[config.mk]
export PLATFORM = sky130hd
export DESIGN_NAME = fft_radix2_bfly_pipe
export DESIGN_NICKNAME = d
export VERILOG_FILES = /design/src/rtl/fft_pkg.sv /design/src/rtl/cmul_pipe.sv /design/src/rtl/fft_radix2_bfly_pipe.sv
export SDC_FILE = /design/constraint.sdc
export NUM_CORES = 2
export LEC_CHECK = 0
export ABC_AREA = 1
export CAP_MARGIN = 0
export CORE_UTILIZATION = 35
export DETAILED_ROUTE_END_ITERATION = 10
export SYNTH_ARGS = -nofsm -noshare
export SYNTH_HDL_FRONTEND = slang
export SYNTH_SLANG_ARGS = --single-unit
[constraint.sdc]
create_clock -name clk_i -period 16.3 [get_ports clk_i]
set_input_delay 1.63 -clock clk_i [delete_from_list [all_inputs] [get_ports clk_i]]
set_output_delay 1.63 -clock clk_i [all_outputs]
set_load 0.05 [all_outputs]
[src/rtl/fft_pkg.sv]
// Shared FFT helpers: twiddle width, overflow flag layout, round/saturate.
// Arithmetic helpers work on a wide signed accumulator so every stage of the
// FFT can reuse them regardless of its own data width.
package fft_pkg;

  localparam int ACC_W = 64;
  typedef logic signed [ACC_W-1:0] acc_t;

  // ovf_o bit positions
  localparam int OVF_X1_RE = 0;
  localparam int OVF_X1_IM = 1;
  localparam int OVF_X2_RE = 2;
  localparam int OVF_X2_IM = 3;

  // per-beat mode bits that travel down the pipe with the data
  typedef struct packed {
    logic dif;
    logic scale;
  } bfly_mode_t;

  // Q1.WN twiddle needs a sign bit and an integer bit so that 1.0 fits
  function automatic int tw_width(input int wn_width);
    return wn_width + 2;
  endfunction

  // round half up: (v + 2^(frac-1)) >>> frac, frac >= 1
  function automatic acc_t round_half_up(input acc_t v, input int frac);
    acc_t bias;
    bias = acc_t'(1) <<< (frac - 1);
    return (v + bias) >>> frac;
  endfunction

  function automatic acc_t sat_max(input int w);
    return (acc_t'(1) <<< (w - 1)) - acc_t'(1);
  endfunction

  function automatic acc_t sat_min(input int w);
    return -(acc_t'(1) <<< (w - 1));
  endfunction

  // 1 when v does not fit a signed w-bit word
  function automatic logic sat_hit(input acc_t v, input int w);
    return (v > sat_max(w)) || (v < sat_min(w));
  endfunction

  // clamp v into the signed w-bit range
  function automatic acc_t saturate(input acc_t v, input int w);
    acc_t r;
    if (v > sat_max(w))      r = sat_max(w);
    else if (v < sat_min(w)) r = sat_min(w);
    else                     r = v;
    return r;
  endfunction

endpackage

[src/rtl/cmul_pipe.sv]
// Pipelined full-precision complex multiply (4 real multipliers).
// First register holds the four partial products, the remaining STAGES-1
// registers carry the summed result. Everything advances only under ce_i.
module cmul_pipe
  import fft_pkg::*;
#(
  parameter int AW     = 17,
  parameter int BW     = 16,
  parameter int STAGES = 3,
  localparam int PW    = AW + BW + 1
) (
  input  logic                 clk_i,
  input  logic                 rst_n_i,
  input  logic                 ce_i,
  input  logic signed [AW-1:0] ar_i,
  input  logic signed [AW-1:0] ai_i,
  input  logic signed [BW-1:0] br_i,
  input  logic signed [BW-1:0] bi_i,
  output logic signed [PW-1:0] pr_o,
  output logic signed [PW-1:0] pi_o
);

  localparam int MW = AW + BW;

  logic signed [MW-1:0] m_rr, m_ii, m_ri, m_ir;
  logic signed [PW-1:0] s_re, s_im;

  // stage 1: partial products
  always_ff @(posedge clk_i or negedge rst_n_i) begin
    if (!rst_n_i) begin
      m_rr <= '0;
      m_ii <= '0;
      m_ri <= '0;
      m_ir <= '0;
    end else if (ce_i) begin
      m_rr <= MW'(ar_i) * MW'(br_i);
      m_ii <= MW'(ai_i) * MW'(bi_i);
      m_ri <= MW'(ar_i) * MW'(bi_i);
      m_ir <= MW'(ai_i) * MW'(br_i);
    end
  end

  // one extra bit absorbs the add/sub carry, so no precision is lost
  assign s_re = PW'(m_rr) - PW'(m_ii);
  assign s_im = PW'(m_ri) + PW'(m_ir);

  if (STAGES == 1) begin : g_nodly
    assign pr_o = s_re;
    assign pi_o = s_im;
  end else begin : g_dly
    logic signed [PW-1:0] dly_re [STAGES-1];
    logic signed [PW-1:0] dly_im [STAGES-1];

    // remaining stages: plain delay of the summed product
    always_ff @(posedge clk_i or negedge rst_n_i) begin
      if (!rst_n_i) begin
        for (int i = 0; i < STAGES - 1; i++) begin
          dly_re[i] <= '0;
          dly_im[i] <= '0;
        end
      end else if (ce_i) begin
        dly_re[0] <= s_re;
        dly_im[0] <= s_im;
        for (int i = 1; i < STAGES - 1; i++) begin
          dly_re[i] <= dly_re[i-1];
          dly_im[i] <= dly_im[i-1];
        end
      end
    end

    assign pr_o = dly_re[STAGES-2];
    assign pi_o = dly_im[STAGES-2];
  end

endmodule

[src/rtl/fft_radix2_bfly_pipe.sv]
// Streaming radix-2 butterfly, DIF or DIT selected per beat, optional /2
// scaling per beat, round-half-up twiddle rounding and saturating outputs
// with sticky overflow flags. One global enable stalls the whole pipe.
module fft_radix2_bfly_pipe
  import fft_pkg::*;
#(
  parameter int  WIDTH      = 16,
  parameter int  WN_WIDTH   = 14,
  parameter int  MUL_STAGES = 3,
  localparam int TW         = tw_width(WN_WIDTH)
) (
  input  logic             clk_i,
  input  logic             rst_n_i,
  input  logic             valid_i,
  output logic             ready_o,
  input  logic             dif_i,
  input  logic             scale_i,
  input  logic [WIDTH-1:0] x1_real_i,
  input  logic [WIDTH-1:0] x1_imag_i,
  input  logic [WIDTH-1:0] x2_real_i,
  input  logic [WIDTH-1:0] x2_imag_i,
  input  logic [TW-1:0]    w_real_i,
  input  logic [TW-1:0]    w_imag_i,
  output logic             valid_o,
  input  logic             ready_i,
  output logic [WIDTH-1:0] X1_real_o,
  output logic [WIDTH-1:0] X1_imag_o,
  output logic [WIDTH-1:0] X2_real_o,
  output logic [WIDTH-1:0] X2_imag_o,
  output logic [3:0]       ovf_o,
  input  logic             ovf_clr_i
);

  localparam int DW     = WIDTH + 1;       // stage-0 operand width
  localparam int PW     = DW + TW + 1;     // full-precision product width
  localparam int STAGES = MUL_STAGES + 1;  // vld_pipe[STAGES] is the output reg

  logic                 ce;
  logic [STAGES:0]      vld_pipe;

  logic signed [DW-1:0] x1r, x1i, x2r, x2i;

  // A path (sum or x1) plus mode: index 0 is stage 0, MUL_STAGES lines up
  // with the multiplier output
  logic signed [DW-1:0] a_re_q [MUL_STAGES+1];
  logic signed [DW-1:0] a_im_q [MUL_STAGES+1];
  bfly_mode_t           mode_q [MUL_STAGES+1];

  // B path and twiddle only live in stage 0, then enter the multiplier
  logic signed [DW-1:0] b_re_q, b_im_q;
  logic signed [TW-1:0] w_re_q, w_im_q;

  logic signed [PW-1:0] p_re, p_im;

  acc_t                 pre  [4];
  acc_t                 post [4];
  logic [3:0]           hit;
  logic [WIDTH-1:0]     sat_v [4];
  logic [3:0]           ovf_set;

  assign ce      = !valid_o | ready_i;
  assign ready_o = ce;
  assign valid_o = vld_pipe[STAGES];

  assign x1r = DW'($signed(x1_real_i));
  assign x1i = DW'($signed(x1_imag_i));
  assign x2r = DW'($signed(x2_real_i));
  assign x2i = DW'($signed(x2_imag_i));

  // stage 0 operand prep plus the A-path / mode alignment delay
  always_ff @(posedge clk_i or negedge rst_n_i) begin
    if (!rst_n_i) begin
      vld_pipe <= '0;
      b_re_q   <= '0;
      b_im_q   <= '0;
      w_re_q   <= '0;
      w_im_q   <= '0;
      for (int i = 0; i <= MUL_STAGES; i++) begin
        a_re_q[i] <= '0;
        a_im_q[i] <= '0;
        mode_q[i] <= '0;
      end
    end else if (ce) begin
      vld_pipe  <= {vld_pipe[STAGES-1:0], valid_i};
      a_re_q[0] <= dif_i ? x1r + x2r : x1r;
      a_im_q[0] <= dif_i ? x1i + x2i : x1i;
      b_re_q    <= dif_i ? x1r - x2r : x2r;
      b_im_q    <= dif_i ? x1i - x2i : x2i;
      w_re_q    <= $signed(w_real_i);
      w_im_q    <= $signed(w_imag_i);
      mode_q[0] <= '{dif: dif_i, scale: scale_i};
      for (int i = 1; i <= MUL_STAGES; i++) begin
        a_re_q[i] <= a_re_q[i-1];
        a_im_q[i] <= a_im_q[i-1];
        mode_q[i] <= mode_q[i-1];
      end
    end
  end

  cmul_pipe #(
    .AW     (DW),
    .BW     (TW),
    .STAGES (MUL_STAGES)
  ) u_cmul (
    .clk_i   (clk_i),
    .rst_n_i (rst_n_i),
    .ce_i    (ce),
    .ar_i    (b_re_q),
    .ai_i    (b_im_q),
    .br_i    (w_re_q),
    .bi_i    (w_im_q),
    .pr_o    (p_re),
    .pi_o    (p_im)
  );

  // final stage: combine, optional halving, saturation
  always_comb begin
    acc_t a_re, a_im, r_re, r_im;
    a_re = acc_t'(a_re_q[MUL_STAGES]);
    a_im = acc_t'(a_im_q[MUL_STAGES]);
    r_re = round_half_up(acc_t'(p_re), WN_WIDTH);
    r_im = round_half_up(acc_t'(p_im), WN_WIDTH);
    if (mode_q[MUL_STAGES].dif) begin
      pre[OVF_X1_RE] = a_re;
      pre[OVF_X1_IM] = a_im;
      pre[OVF_X2_RE] = r_re;
      pre[OVF_X2_IM] = r_im;
    end else begin
      pre[OVF_X1_RE] = a_re + r_re;
      pre[OVF_X1_IM] = a_im + r_im;
      pre[OVF_X2_RE] = a_re - r_re;
      pre[OVF_X2_IM] = a_im - r_im;
    end
    for (int k = 0; k < 4; k++) begin
      // (v+1)>>>1 is round-half-up with one fractional bit
      post[k]  = mode_q[MUL_STAGES].scale ? round_half_up(pre[k], 1) : pre[k];
      hit[k]   = sat_hit(post[k], WIDTH);
      sat_v[k] = WIDTH'(saturate(post[k], WIDTH));
    end
  end

  // only a real beat landing in the output register may raise a flag
  assign ovf_set = (ce && vld_pipe[STAGES-1]) ? hit : 4'b0000;

  // output register and sticky flags; a set in the clear cycle wins
  always_ff @(posedge clk_i or negedge rst_n_i) begin
    if (!rst_n_i) begin
      X1_real_o <= '0;
      X1_imag_o <= '0;
      X2_real_o <= '0;
      X2_imag_o <= '0;
      ovf_o     <= '0;
    end else begin
      if (ce) begin
        X1_real_o <= sat_v[OVF_X1_RE];
        X1_imag_o <= sat_v[OVF_X1_IM];
        X2_real_o <= sat_v[OVF_X2_RE];
        X2_imag_o <= sat_v[OVF_X2_IM];
      end
      ovf_o <= (ovf_clr_i ? 4'b0000 : ovf_o) | ovf_set;
    end
  end

endmodule

==> flow_results.org <==
** Global route
- The number of global-route vias before repair was 66670.
- Total congestion overflow :: 0
- Pin count of the biggest net entering global routing :: 195
- Antenna violations before repair :: 11
- Combined global-route utilization of all metal layers :: 22.12%
- The first global-routing pass estimated 394800 microns of wire.

** Synth
- The cell area that synthesis handed to floorplanning was 0.07939 sq mm.
- Counting flops with an async set or reset pin after synthesis yields a share of 100.0%.
- Multiplexer share of the synthesized area :: 0%
- Synthesis warning total :: 0
- Summing the areas of all compound-gate instances in the mapped netlist gives 7.645% of the synthesized area.
- Synthesized instance count :: 10870
- When the netlist entered floorplanning its net count stood at 12690.
- For this run, the leading register cell type out of synthesis is dfrtp_1.
- Simple-gate area share of the yosys netlist :: 24.11%
- Share of the yosys chip area belonging to registers :: 15.73%
- Main combinational cell family by area after synthesis :: adder cells
- Post-synthesis adder-cell area fraction :: 37.51%
- Counting flops and latches in the post-synthesis netlist gives 499.
- The synthesized design contains 0 enable-type register cells.
- The synthesized netlist contains 68 unique library cells.
- Of the total synthesized cell area, the portion taken by XOR and XNOR cells is 1.798%.
- Dividing the synthesized area by the synthesized cell count gives 7.305 sq um.

** Setup path
- The critical path is of the reg -> reg type.
- For the worst setup path, the data required time is 16.90 ns.
- STA classifies the critical path startpoint as a register.
- Along the worst path, the maximum fanout reaches 24.
- The startpoint identified for the worst register-to-register timing path is w_re_q[6]$_DFFE_PN0N_.
- For the worst flop-to-flop path, the logic depth is 24.
- For flop-to-flop paths, the worst setup slack is 8.80 ns.
- Capture point of the critical path :: u_cmul.m_rr[27]$_DFFE_PN0N_
- Critical Path Sink Type :: register
- Tracing the worst setup path back leads to its startpoint at w_re_q[6]$_DFFE_PN0N_.
- Arr. time, crit path :: 8.10 ns
- Reg2reg end :: u_cmul.m_rr[27]$_DFFE_PN0N_

** Final layout
- Final core utilization :: 38.17%
- After routing the design area is 0.08593 sq mm.
- Of the cells placed in the final design, the portion with a size suffix greater than 1 is 3.645%.
- NumNets Final :: 12570
- From synthesis to final layout, the design area changed by 8.236%.

** STA
- Counting I/O delays and the setup requirement, the final critical path takes 7.504 ns.
- Final count of pins violating max slew :: 0
- Final hold analysis gives a worst-case slack of 0.4210 ns.
- Remaining max-slew budget at the tightest pin :: 27.03%
- Final setup violating endpoints :: 0
- Max Freq :: 133.3 MHz
- Transition time at the pin with the least slew margin :: 1.095 ns
- In the finished design, the share of the clock period the worst path needs comes to 46.04%.
- Summed over all failing endpoints, the final setup total negative slack is 0 ns.
- Setup repair after global routing missed its margin :: false
- Final-report hold violation count :: 0
- Skew final :: 0.06746 ns

** Outcome
- Violations in the final reports :: DRC
- Run status :: finished with violations

** Clock tree
- TritonCTS built the clock tree.
- Number of buffers on the longest clock path :: 3
- Clock tree sinks :: 499
- Worst skew pair latency :: 0.77 ns
- CTS clock-pin slew for the worst setup and hold paths :: 0.07 ns
- Buffer count from post-CTS setup fixing :: 0
- Hold buffer count at CTS :: 0
- The root buffer cell chosen for the clock tree is clkbuf_16.
- # H-tree levels :: 2
- In this run, CTS created clock tree buffers numbering 61.
- Number of gates given a new drive strength after cts :: 0

** Routing
- Remaining routing DRC violations :: 22
- Routed vias :: 67450
- Routed wirelength normalized by instance count :: 18.25 microns
- Drt pass-1 iters :: 11
- Vias per std cell :: 4.887
- Number of DRC markers in iteration 0 :: 5467
- Antenna viol nets, final :: 0
- Summed over all layers, the routed wires come to 251900 microns.

** Floorplanning
- Placeable core area :: 0.2251 sq mm
- Initial Utilization :: 35.27%
- The initialized floorplan defines 174 standard-cell rows.
- The die covers 0.2288 sq mm.
- Vert. Die Dim :: 478.3 microns
- X dimension of the die :: 478.3 microns
- Pin placement for this block handled 173 I/O pins.

** Run
- The tool flagged a number of max-cap violations equal to 0.

** Min path
- Class of the tightest hold or removal check :: reg -> reg

** Placement
- Routability-driven placement finished with a final weighted congestion of 0.9590.
- Summing all placed instances gives a cell area of 0.08383 sq mm.
- Buffers placed on the I/O ports in this run total 172.
- HPWL after detailed placement :: 195400 microns
layout by cell type, fill, tap and decap left out, types with 14 or more instances in the layout:
master           synthesis  final
fa_1                  1112   1112
a21oi_1                400    400
clkbuf_1               347     17
nor2_1                 469    466
dfrtp_1                499    496
inv_1                 2287   2286
nor3_1                  58     58
nand4_1                102    102
or2_2                   73     73
nand2_1               3320   3320
nor4_1                  16     16
o21bai_1                27     27
clkbuf_16                0     61
clkdlybuf4s50_1          0    171
o22ai_1                 14     14
a31oi_1                 24     24
o21a_1                  14     14
nand3_1                496    496
a21o_1                  16     16
o21ai_0                461    461
o221ai_1                26     26
xnor2_1                 83     83
xor2_1                  80     80
o31ai_1                 19     19
o211ai_1                20     20
ha_1                   601    601
nand2_2                 16     16
nor2_2                  46     47
buf_4                   12     91
worst min path at each step:
stage,cells after the start,start,end
after floorplan,2,vld_pipe[3]$_DFFE_PN0N_,vld_pipe[4]$_DFFE_PN0N_
after global placement,2,a_im_q[21]$_DFFE_PN0N_,a_im_q[4]$_DFFE_PN0N_
after detailed placement,2,a_im_q[43]$_DFFE_PN0N_,a_im_q[26]$_DFFE_PN0N_
after CTS,2,a_re_q[50]$_DFFE_PN0N_,a_re_q[33]$_DFFE_PN0N_
after global routing,2,a_re_q[34]$_DFFE_PN0N_,a_re_q[17]$_DFFE_PN0N_
final,2,a_re_q[46]$_DFFE_PN0N_,a_re_q[29]$_DFFE_PN0N_
flip-flops by register name (all words and copies together), names as in the netlist, 5 cells and up:
| name | cells |
|---|---|
| u_cmul.m_rr | 33 |
| vld_pipe | 5 |
| b_im_q | 17 |
| u_cmul.pr_o | 21 |
| a_im_q | 68 |
| u_cmul.m_ir | 33 |
| w_im_q | 16 |
| u_cmul.m_ii | 33 |
| u_cmul.g_dly.dly_re | 21 |
| X1_imag_o | 16 |
| u_cmul.pi_o | 21 |
| X2_imag_o | 16 |
| X1_real_o | 16 |
| u_cmul.g_dly.dly_im | 21 |
| w_re_q | 16 |
| u_cmul.m_ri | 33 |
| a_re_q | 68 |
| b_re_q | 17 |
| X2_real_o | 16 |
| mode_q | 8 |
stage by stage:
step / worst slack [ns] / instances
floorplan: 9.882 / 10870
global placement: 8.992 / 13690
detailed placement: 8.899 / 13690
CTS: 8.864 / 13800
global route: 8.572 / 13800
finish: 8.796 / 13800
per-layer routing:
| metal | vias up | track usage [%] | part of all wire, % |
|---|---|---|---|
| li1 | 32570 | - | - |
| met1 | 32490 | 30.76 | 45 |
| met2 | 2059 | 34.98 | 44 |
| met3 | 327 | 3.718 | 7.2 |
| met4 | 8 | 6.769 | 3.4 |
| met5 | - | 0 | 0.018 |
layout make-up:
| class | count | area [sq um] |
|---|---|---|
| fillers | 23930 | 139200 |
| multi-input cells | 7622 | 56440 |
| flip-flops and latches | 499 | 12490 |
| inverters | 2305 | 8663 |
| well taps | 2992 | 3744 |
| repair buffers | 267 | 2490 |
| clock buffers | 84 | 1673 |
| clock inverters | 31 | 424.2 |
| diodes | 2 | 5.005 |
synth_stat cells, types with 9 or more instances:
library cell / instances / area (sq um)
a21boi_0: 11 / 82.58
a21o_1: 16 / 120.1
a21oi_1: 400 / 2002
a21oi_2: 11 / 96.34
a221oi_1: 11 / 96.34
a31oi_1: 24 / 150.1
buf_1: 35 / 131.4
buf_2: 39 / 195.2
buf_4: 12 / 90.09
buf_6: 9 / 101.4
clkbuf_1: 347 / 1303
dfrtp_1: 499 / 12490
fa_1: 1112 / 22260
ha_1: 601 / 7520
inv_1: 2287 / 8584
inv_2: 12 / 45.04
nand2_1: 3320 / 12460
nand2_2: 16 / 100.1
nand3_1: 496 / 2482
nand3b_1: 13 / 97.59
nand4_1: 102 / 638.1
nor2_1: 469 / 1760
nor2_2: 46 / 287.8
nor3_1: 58 / 290.3
nor4_1: 16 / 100.1
o211ai_1: 20 / 150.1
o21a_1: 14 / 105.1
o21ai_0: 461 / 2307
o21ai_1: 10 / 50.05
o21bai_1: 27 / 202.7
o221ai_1: 26 / 227.7
o22ai_1: 14 / 87.58
o31ai_1: 19 / 142.6
or2_2: 73 / 456.7
xnor2_1: 83 / 727.0
xor2_1: 80 / 700.7
logic make-up (layout without fill, tap and decap cells):
group,Yosys count,count (layout)
compound gates,1092,1092
flops,499,499
other cells,0,2
simple gates,4654,4654
buf+inv,2748,2687
fa+ha+maj,1713,1713
xor+xnor,163,163
critical path: stages (launching register included):
cell and delay (ns):
dfrtp_1 0.71, buf_4 0.47, nand2_1 0.14, fa_1 0.55
inv_1 0.05, fa_1 0.56, fa_1 0.45, fa_1 0.50
inv_1 0.06, fa_1 0.53, inv_1 0.05, fa_1 0.47
ha_1 0.37, a21oi_1 0.13, a21boi_0 0.80, o21ai_0 0.33
a21oi_1 0.32, inv_1 0.07, a21oi_1 0.18, inv_1 0.09
nand2_1 0.06, nand2_1 0.05, or2_2 0.27, nand3_1 0.08
nand2_1 0.07
Power is left out: the tool's default activity adds up to more than one toggle a clock period on the data nets, which glitch-free logic cannot reach.
